`src/rtl/xyz_rr_arbiter.sv`:
```
// xyz_rr_arbiter: round-robin arbiter with bounded bursts that merges per-port
// x/y/z beats onto one registered output stream with 1-cycle latency.
module xyz_rr_arbiter #(
  parameter int NUM_PORTS = 4,
  parameter int DATA_W    = 8,
  parameter int MAX_BURST = 4
) (
  input  logic                         clk,
  input  logic                         rst_n,
  input  logic [NUM_PORTS-1:0]         req_valid,
  output logic [NUM_PORTS-1:0]         req_ready,
  input  logic [NUM_PORTS*DATA_W-1:0]  req_x,
  input  logic [NUM_PORTS*DATA_W-1:0]  req_y,
  input  logic [NUM_PORTS*DATA_W-1:0]  req_z,
  output logic                         out_valid,
  input  logic                         out_ready,
  output logic [DATA_W-1:0]            out_x,
  output logic [DATA_W-1:0]            out_y,
  output logic [DATA_W-1:0]            out_z,
  output logic [$clog2(NUM_PORTS)-1:0] out_idx
);

  localparam int IDX_W = $clog2(NUM_PORTS);
  localparam logic [IDX_W:0]   NP_W     = (IDX_W+1)'(NUM_PORTS);
  localparam logic [3:0]       MB_W     = 4'(MAX_BURST);
  localparam logic [IDX_W-1:0] LAST_RST = IDX_W'(NUM_PORTS-1);

  typedef enum logic {IDLE, BURST} state_t;

  state_t           state_q, state_d;
  logic [IDX_W-1:0] owner_q, owner_d;
  logic [IDX_W-1:0] last_q, last_d;
  logic [3:0]       cnt_q, cnt_d;

  logic             load_en;
  logic             hit;
  logic             xfer;
  logic [IDX_W-1:0] pick;
  logic [IDX_W:0]   scan;

  logic [DATA_W-1:0] x_arr [NUM_PORTS];
  logic [DATA_W-1:0] y_arr [NUM_PORTS];
  logic [DATA_W-1:0] z_arr [NUM_PORTS];

  logic              vld_p1;
  logic [DATA_W-1:0] x_p1, y_p1, z_p1;
  logic [IDX_W-1:0]  idx_p1;

  for (genvar g = 0; g < NUM_PORTS; g++) begin : g_unpack
    assign x_arr[g] = req_x[g*DATA_W +: DATA_W];
    assign y_arr[g] = req_y[g*DATA_W +: DATA_W];
    assign z_arr[g] = req_z[g*DATA_W +: DATA_W];
  end

  // ---- stage p0: grant selection against the output-stage load enable ----
  assign load_en = !vld_p1 || out_ready;

  always_comb begin
    hit  = 1'b0;
    pick = '0;
    scan = '0;
    if (state_q == BURST) begin
      hit  = req_valid[owner_q];
      pick = owner_q;
    end else begin
      // Rotating search starting just after the previous owner, with wrap.
      for (int k = 1; k <= NUM_PORTS; k++) begin
        scan = {1'b0, last_q} + (IDX_W+1)'(k);
        if (scan >= NP_W) scan = scan - NP_W;
        if (!hit && req_valid[scan[IDX_W-1:0]]) begin
          hit  = 1'b1;
          pick = scan[IDX_W-1:0];
        end
      end
    end
  end

  assign xfer = rst_n && load_en && hit;

  always_comb begin
    req_ready = '0;
    if (xfer) req_ready[pick] = 1'b1;
  end

  always_comb begin
    state_d = state_q;
    owner_d = owner_q;
    last_d  = last_q;
    cnt_d   = cnt_q;
    case (state_q)
      IDLE: begin
        if (xfer) begin
          owner_d = pick;
          cnt_d   = 4'd1;
          if (MAX_BURST > 1) state_d = BURST;
          else               last_d  = pick;
        end
      end
      BURST: begin
        if (load_en) begin
          if (xfer) begin
            cnt_d = cnt_q + 4'd1;
            if (cnt_q + 4'd1 == MB_W) begin
              state_d = IDLE;
              last_d  = owner_q;
            end
          end else begin
            state_d = IDLE;
            last_d  = owner_q;
          end
        end
      end
      default: state_d = IDLE;
    endcase
  end

  always_ff @(posedge clk) begin
    if (!rst_n) begin
      state_q <= IDLE;
      owner_q <= '0;
      last_q  <= LAST_RST;
      cnt_q   <= '0;
    end else begin
      state_q <= state_d;
      owner_q <= owner_d;
      last_q  <= last_d;
      cnt_q   <= cnt_d;
    end
  end

  // ---- stage p1: registered output beat ----
  always_ff @(posedge clk) begin
    if (!rst_n) begin
      vld_p1 <= 1'b0;
      x_p1   <= '0;
      y_p1   <= '0;
      z_p1   <= '0;
      idx_p1 <= '0;
    end else if (load_en) begin
      vld_p1 <= xfer;
      if (xfer) begin
        x_p1   <= x_arr[pick];
        y_p1   <= y_arr[pick];
        z_p1   <= z_arr[pick];
        idx_p1 <= pick;
      end
    end
  end

  assign out_valid = vld_p1;
  assign out_x     = x_p1;
  assign out_y     = y_p1;
  assign out_z     = z_p1;
  assign out_idx   = idx_p1;

endmodule

```
`config.mk`:
```
export PLATFORM = sky130hd
export DESIGN_NAME = xyz_rr_arbiter
export DESIGN_NICKNAME = d
export VERILOG_FILES = /design/src/rtl/xyz_rr_arbiter.sv
export SDC_FILE = /design/constraint.sdc
export NUM_CORES = 1
export LEC_CHECK = 0
export ABC_CLOCK_PERIOD_IN_PS = 1800
export CAP_MARGIN = 10
export CORE_UTILIZATION = 35
export DETAILED_ROUTE_END_ITERATION = 10
export PLACE_DENSITY = 0.77
export SETUP_SLACK_MARGIN = 0.15
export SKIP_LAST_GASP = 1
export SYNTH_ARGS = -nofsm -noshare
export SYNTH_HDL_FRONTEND = slang
export SYNTH_SLANG_ARGS = --single-unit
```
`constraint.sdc`:
```
create_clock -name clk -period 1.8 [get_ports clk]
set_input_delay 0.36 -clock clk [delete_from_list [all_inputs] [get_ports clk]]
set_output_delay 0.36 -clock clk [all_outputs]
set_load 0.01 [all_outputs]
```
==> summary.txt <==
Number of remaining DRC errors: 11
Starting density of the core: 37.0%
Top Usage Layer GRT: met2
Top fanout value on the critical path: 5
Post-Layout Cell Count: 547
Wire length per cell after detailed routing: 15.6 microns
ANT nets after route: 0
Global Route Usage Sum: 22.8%
Sum of net half-perimeters after detailed placement: 5720 microns
Area growth from synthesis to layout: 88.9%
Number of H-tree levels: 2
Fin nets: 574
Critical-path cell list: mux4_2 > a21oi_4 > or2_4 > buf_4 > buf_6 > buf_12 > buf_12 > o22ai_1 > and2_1
Post-Place Setup Slack: -1030 ps
Endpoint type of the worst setup path: flop
Count of pins on the block boundary: 134
Sequential fraction of the synthesis area: 30.0%
Largest net degree at the start of global routing: 38
Number of warning messages in the yosys log: 0
Class of the most critical setup path: reg -> reg
Cell count after placement: 519
Portion of total power attributed to combinational logic: 47.1%
Slowest stage delay, CP: 550 ps
Clock tree skew after final layout: 4.61 ps
Number of vias after detailed routing: 2920
Net count after synthesis: 412
Sw frac: 31.9%
Die span in x: 84.9 microns
Antenna cells: 0
Upper clock frequency limit: 479 MHz
Buf/Inv on CP: 4
Failing checks: design-rule violations, negative setup slack
CP Launch Point: owner_q[1]
Fraction of synthesis flops using an asynchronous set or reset pin: 0%
Final critical delay including setup and external delays: 2090 ps
Fraction of post-synthesis cell area in the top cell type by area: 30.0%
Final worst-path setup slack: -287 ps
Post-route cell area: 4540 sq um
Detailed-route vias per instance: 5.34
Hold WC Path Type: reg -> reg
Number of hold violations in the final report: 0
Max-Slew Margin vs Limit: 72.7%
Unrepaired setup endpoints after global routing: yes
Internal power contribution: 2.05 mW
Number of antenna violations at the first check in global routing: 0
Sequential group share of total power: 32.9%
Setup TNS after final layout: -6650 ps
Run status: finished with violations
Number of buffers created by CTS: 5
Placement Rows: 29
TritonCTS clock tree: built
GR Layer Usage met1: 26.0%
Count of final setup violators: 32
Most numerous cell on the critical path: sky130_fd_sc_hd__buf_12
Maximum capacitance violations: 0
Static leakage: 1.85 nW
RR Startpoint: owner_q[1]
DIE HEIGHT: 84.9 microns
Final critical-path share of the clock period: 116%
Layout cell share with drive strength beyond 1: 27.0%
Net load switching power: 0.964 mW
Synthesized instance count: 307
Remaining global-route overflow: 0
First-pass GRT wire length: 13100 microns
Power Density: 664 nW/um^2
Drt pass-1 iters: 8
Via count of the first global-routing pass: 2898
Number of enable flip-flop cells after synthesis: 0
Final GP Congestion: 0.836
Wirelength, routed: 8550 microns
Hold path startpoint: out_x[2]
Cell with the largest stage delay on the worst path: sky130_fd_sc_hd__mux4_2
Die area: 7210 sq um
Number of buffers on the longest clock path: 2
Top library cells by usage in the layout, fill and taps aside: sky130_fd_sc_hd__clkdlybuf4s50_1, sky130_fd_sc_hd__nand2_1, sky130_fd_sc_hd__dfxtp_1
Area of the mapped netlist: 2400 sq um
Insertion delay to the later sink of the worst-skew pair: 290 ps
Initial DRC Count: 138
Final count of pins violating max slew: 0
Core area: 6490 sq um
Data arrival time at the worst-slack endpoint: 2270 ps
Total placed instance area: 3920 sq um
CTS Sinks: 36
IR Drop Worst-Case VDD: 0.378 mV
Part of the power in the clock network: 20.0%
Cell family with most CP delay: multiplexers
Tightest Pin Transition: 406 ps
Global-route track usage on met3: 4.96%
Post-synth top flop: sky130_fd_sc_hd__dfxtp_1
Mean post-synth cell area: 7.83 sq um
M2 GR Usage: 42.4%
Number of distinct library cells after synthesis: 42
Leading cell type in the layout, fill and taps excluded: sky130_fd_sc_hd__clkdlybuf4s50_1
Clk Tree Root Cell: sky130_fd_sc_hd__clkbuf_8
Kind of start point of the critical path: flop
Ranking of synthesized cells by area: sky130_fd_sc_hd__dfxtp_1, sky130_fd_sc_hd__nand2_1, sky130_fd_sc_hd__a211oi_1
#FFs+latches synth: 36
Worst endpoint required time: 1980 ps
Cell type contributing the most total cell area after synthesis: sky130_fd_sc_hd__dfxtp_1
Clock-pin slew on the worst setup and hold paths: 70 ps
Number of I/O port buffers: 133
## tightest hold or removal path: cells and delay by family (launching register included)
kind             cells  cell delay [ps]
AO/OA/AOI/OAI        1               50
AND/OR/NAND/NOR      1               50
flip-flops           1              320
## final cells by class
cell class / instances / area (sq um)
timing repair buffer: 182 / 1880
inverter: 2 / 7.51
sequential: 36 / 729
clock buffer: 8 / 90.1
tap: 77 / 96.3
multi-input combinational: 242 / 1740
fill: 513 / 1950
## worst paths after layout
path,end,cells past startpoint,slack [ps]
worst max-delay path,owner_q[1],9,-290
worst min-delay path,out_x[2],2,460
worst max register to register,owner_q[1],9,-290
worst min register to register,out_x[2],2,460
## registers in the layout (all words and copies together) (netlist names)
register / flops
last_q: 2
out_valid: 1
out_y: 8
out_idx: 2
state_q: 1
owner_q: 2
out_x: 8
out_z: 8
cnt_q: 4
## cell families (layout without fill, tap and decap cells)
logic type	Yosys count	in the layout	synth area share, %
adder cells (fa/ha/maj)	2	2	1.04
AO/OA/AOI/OAI	74	74	23.7
AND/OR/NAND/NOR	164	164	35.3
buffers and inverters	29	192	8.17
flip-flops	36	36	30.0
multiplexers	2	2	1.87
## cell usage after synthesis (3+ instances only)
library cell and number:
sky130_fd_sc_hd__o21ai_0 7, sky130_fd_sc_hd__dfxtp_1 36, sky130_fd_sc_hd__and2_1 27, sky130_fd_sc_hd__o31ai_1 21
sky130_fd_sc_hd__nand2_1 59, sky130_fd_sc_hd__buf_6 5, sky130_fd_sc_hd__o31ai_2 3, sky130_fd_sc_hd__o211a_1 3
sky130_fd_sc_hd__buf_2 13, sky130_fd_sc_hd__and3_1 24, sky130_fd_sc_hd__nor3_1 4, sky130_fd_sc_hd__a211oi_1 24
sky130_fd_sc_hd__a21oi_1 3, sky130_fd_sc_hd__nor2_1 7, sky130_fd_sc_hd__nor2b_1 8, sky130_fd_sc_hd__clkbuf_1 5
sky130_fd_sc_hd__nand3_1 25, sky130_fd_sc_hd__a21boi_0 3
## power groups by stage
stage	Clock, mW	Sequential (mW)	Combinational [mW]
6_report	0.603	0.993	1.42
3_3_place_gp	0	0.990	1.15
2_1_floorplan	0	1.04	0.539
5_1_grt	0.655	1.01	1.52
4_1_cts	0.618	0.980	1.36
3_5_place_dp	0	0.994	1.17
## per-stage QoR
step / hold slack [ps] / utilization (%) / total power [mW]
2_1_floorplan: 489 / - / 1.58
3_3_place_gp: 452 / 60.4 / 2.14
3_5_place_dp: 456 / 60.4 / 2.16
4_1_cts: 467 / 67.2 / 2.95
5_1_grt: 486 / 69.9 / 3.18
6_report: 459 / 69.9 / 3.02
## what timing repair did
item,4_1_cts,5_1_grt
buffers inserted,15,1
hold buffers,0,0
pin swaps,12,11
cloned,3,1
endpoints found under the setup margin,38,38
resized for setup,75,40
## layer usage
metal | vias to the layer above | share of wire [%]
li1 | 1429 | -
met1 | 1381 | 40
met2 | 99 | 53
met3 | 11 | 5.7
met4 | 0 | 1.7
met5 | - | 0
Power figures use the tool's default switching activity.
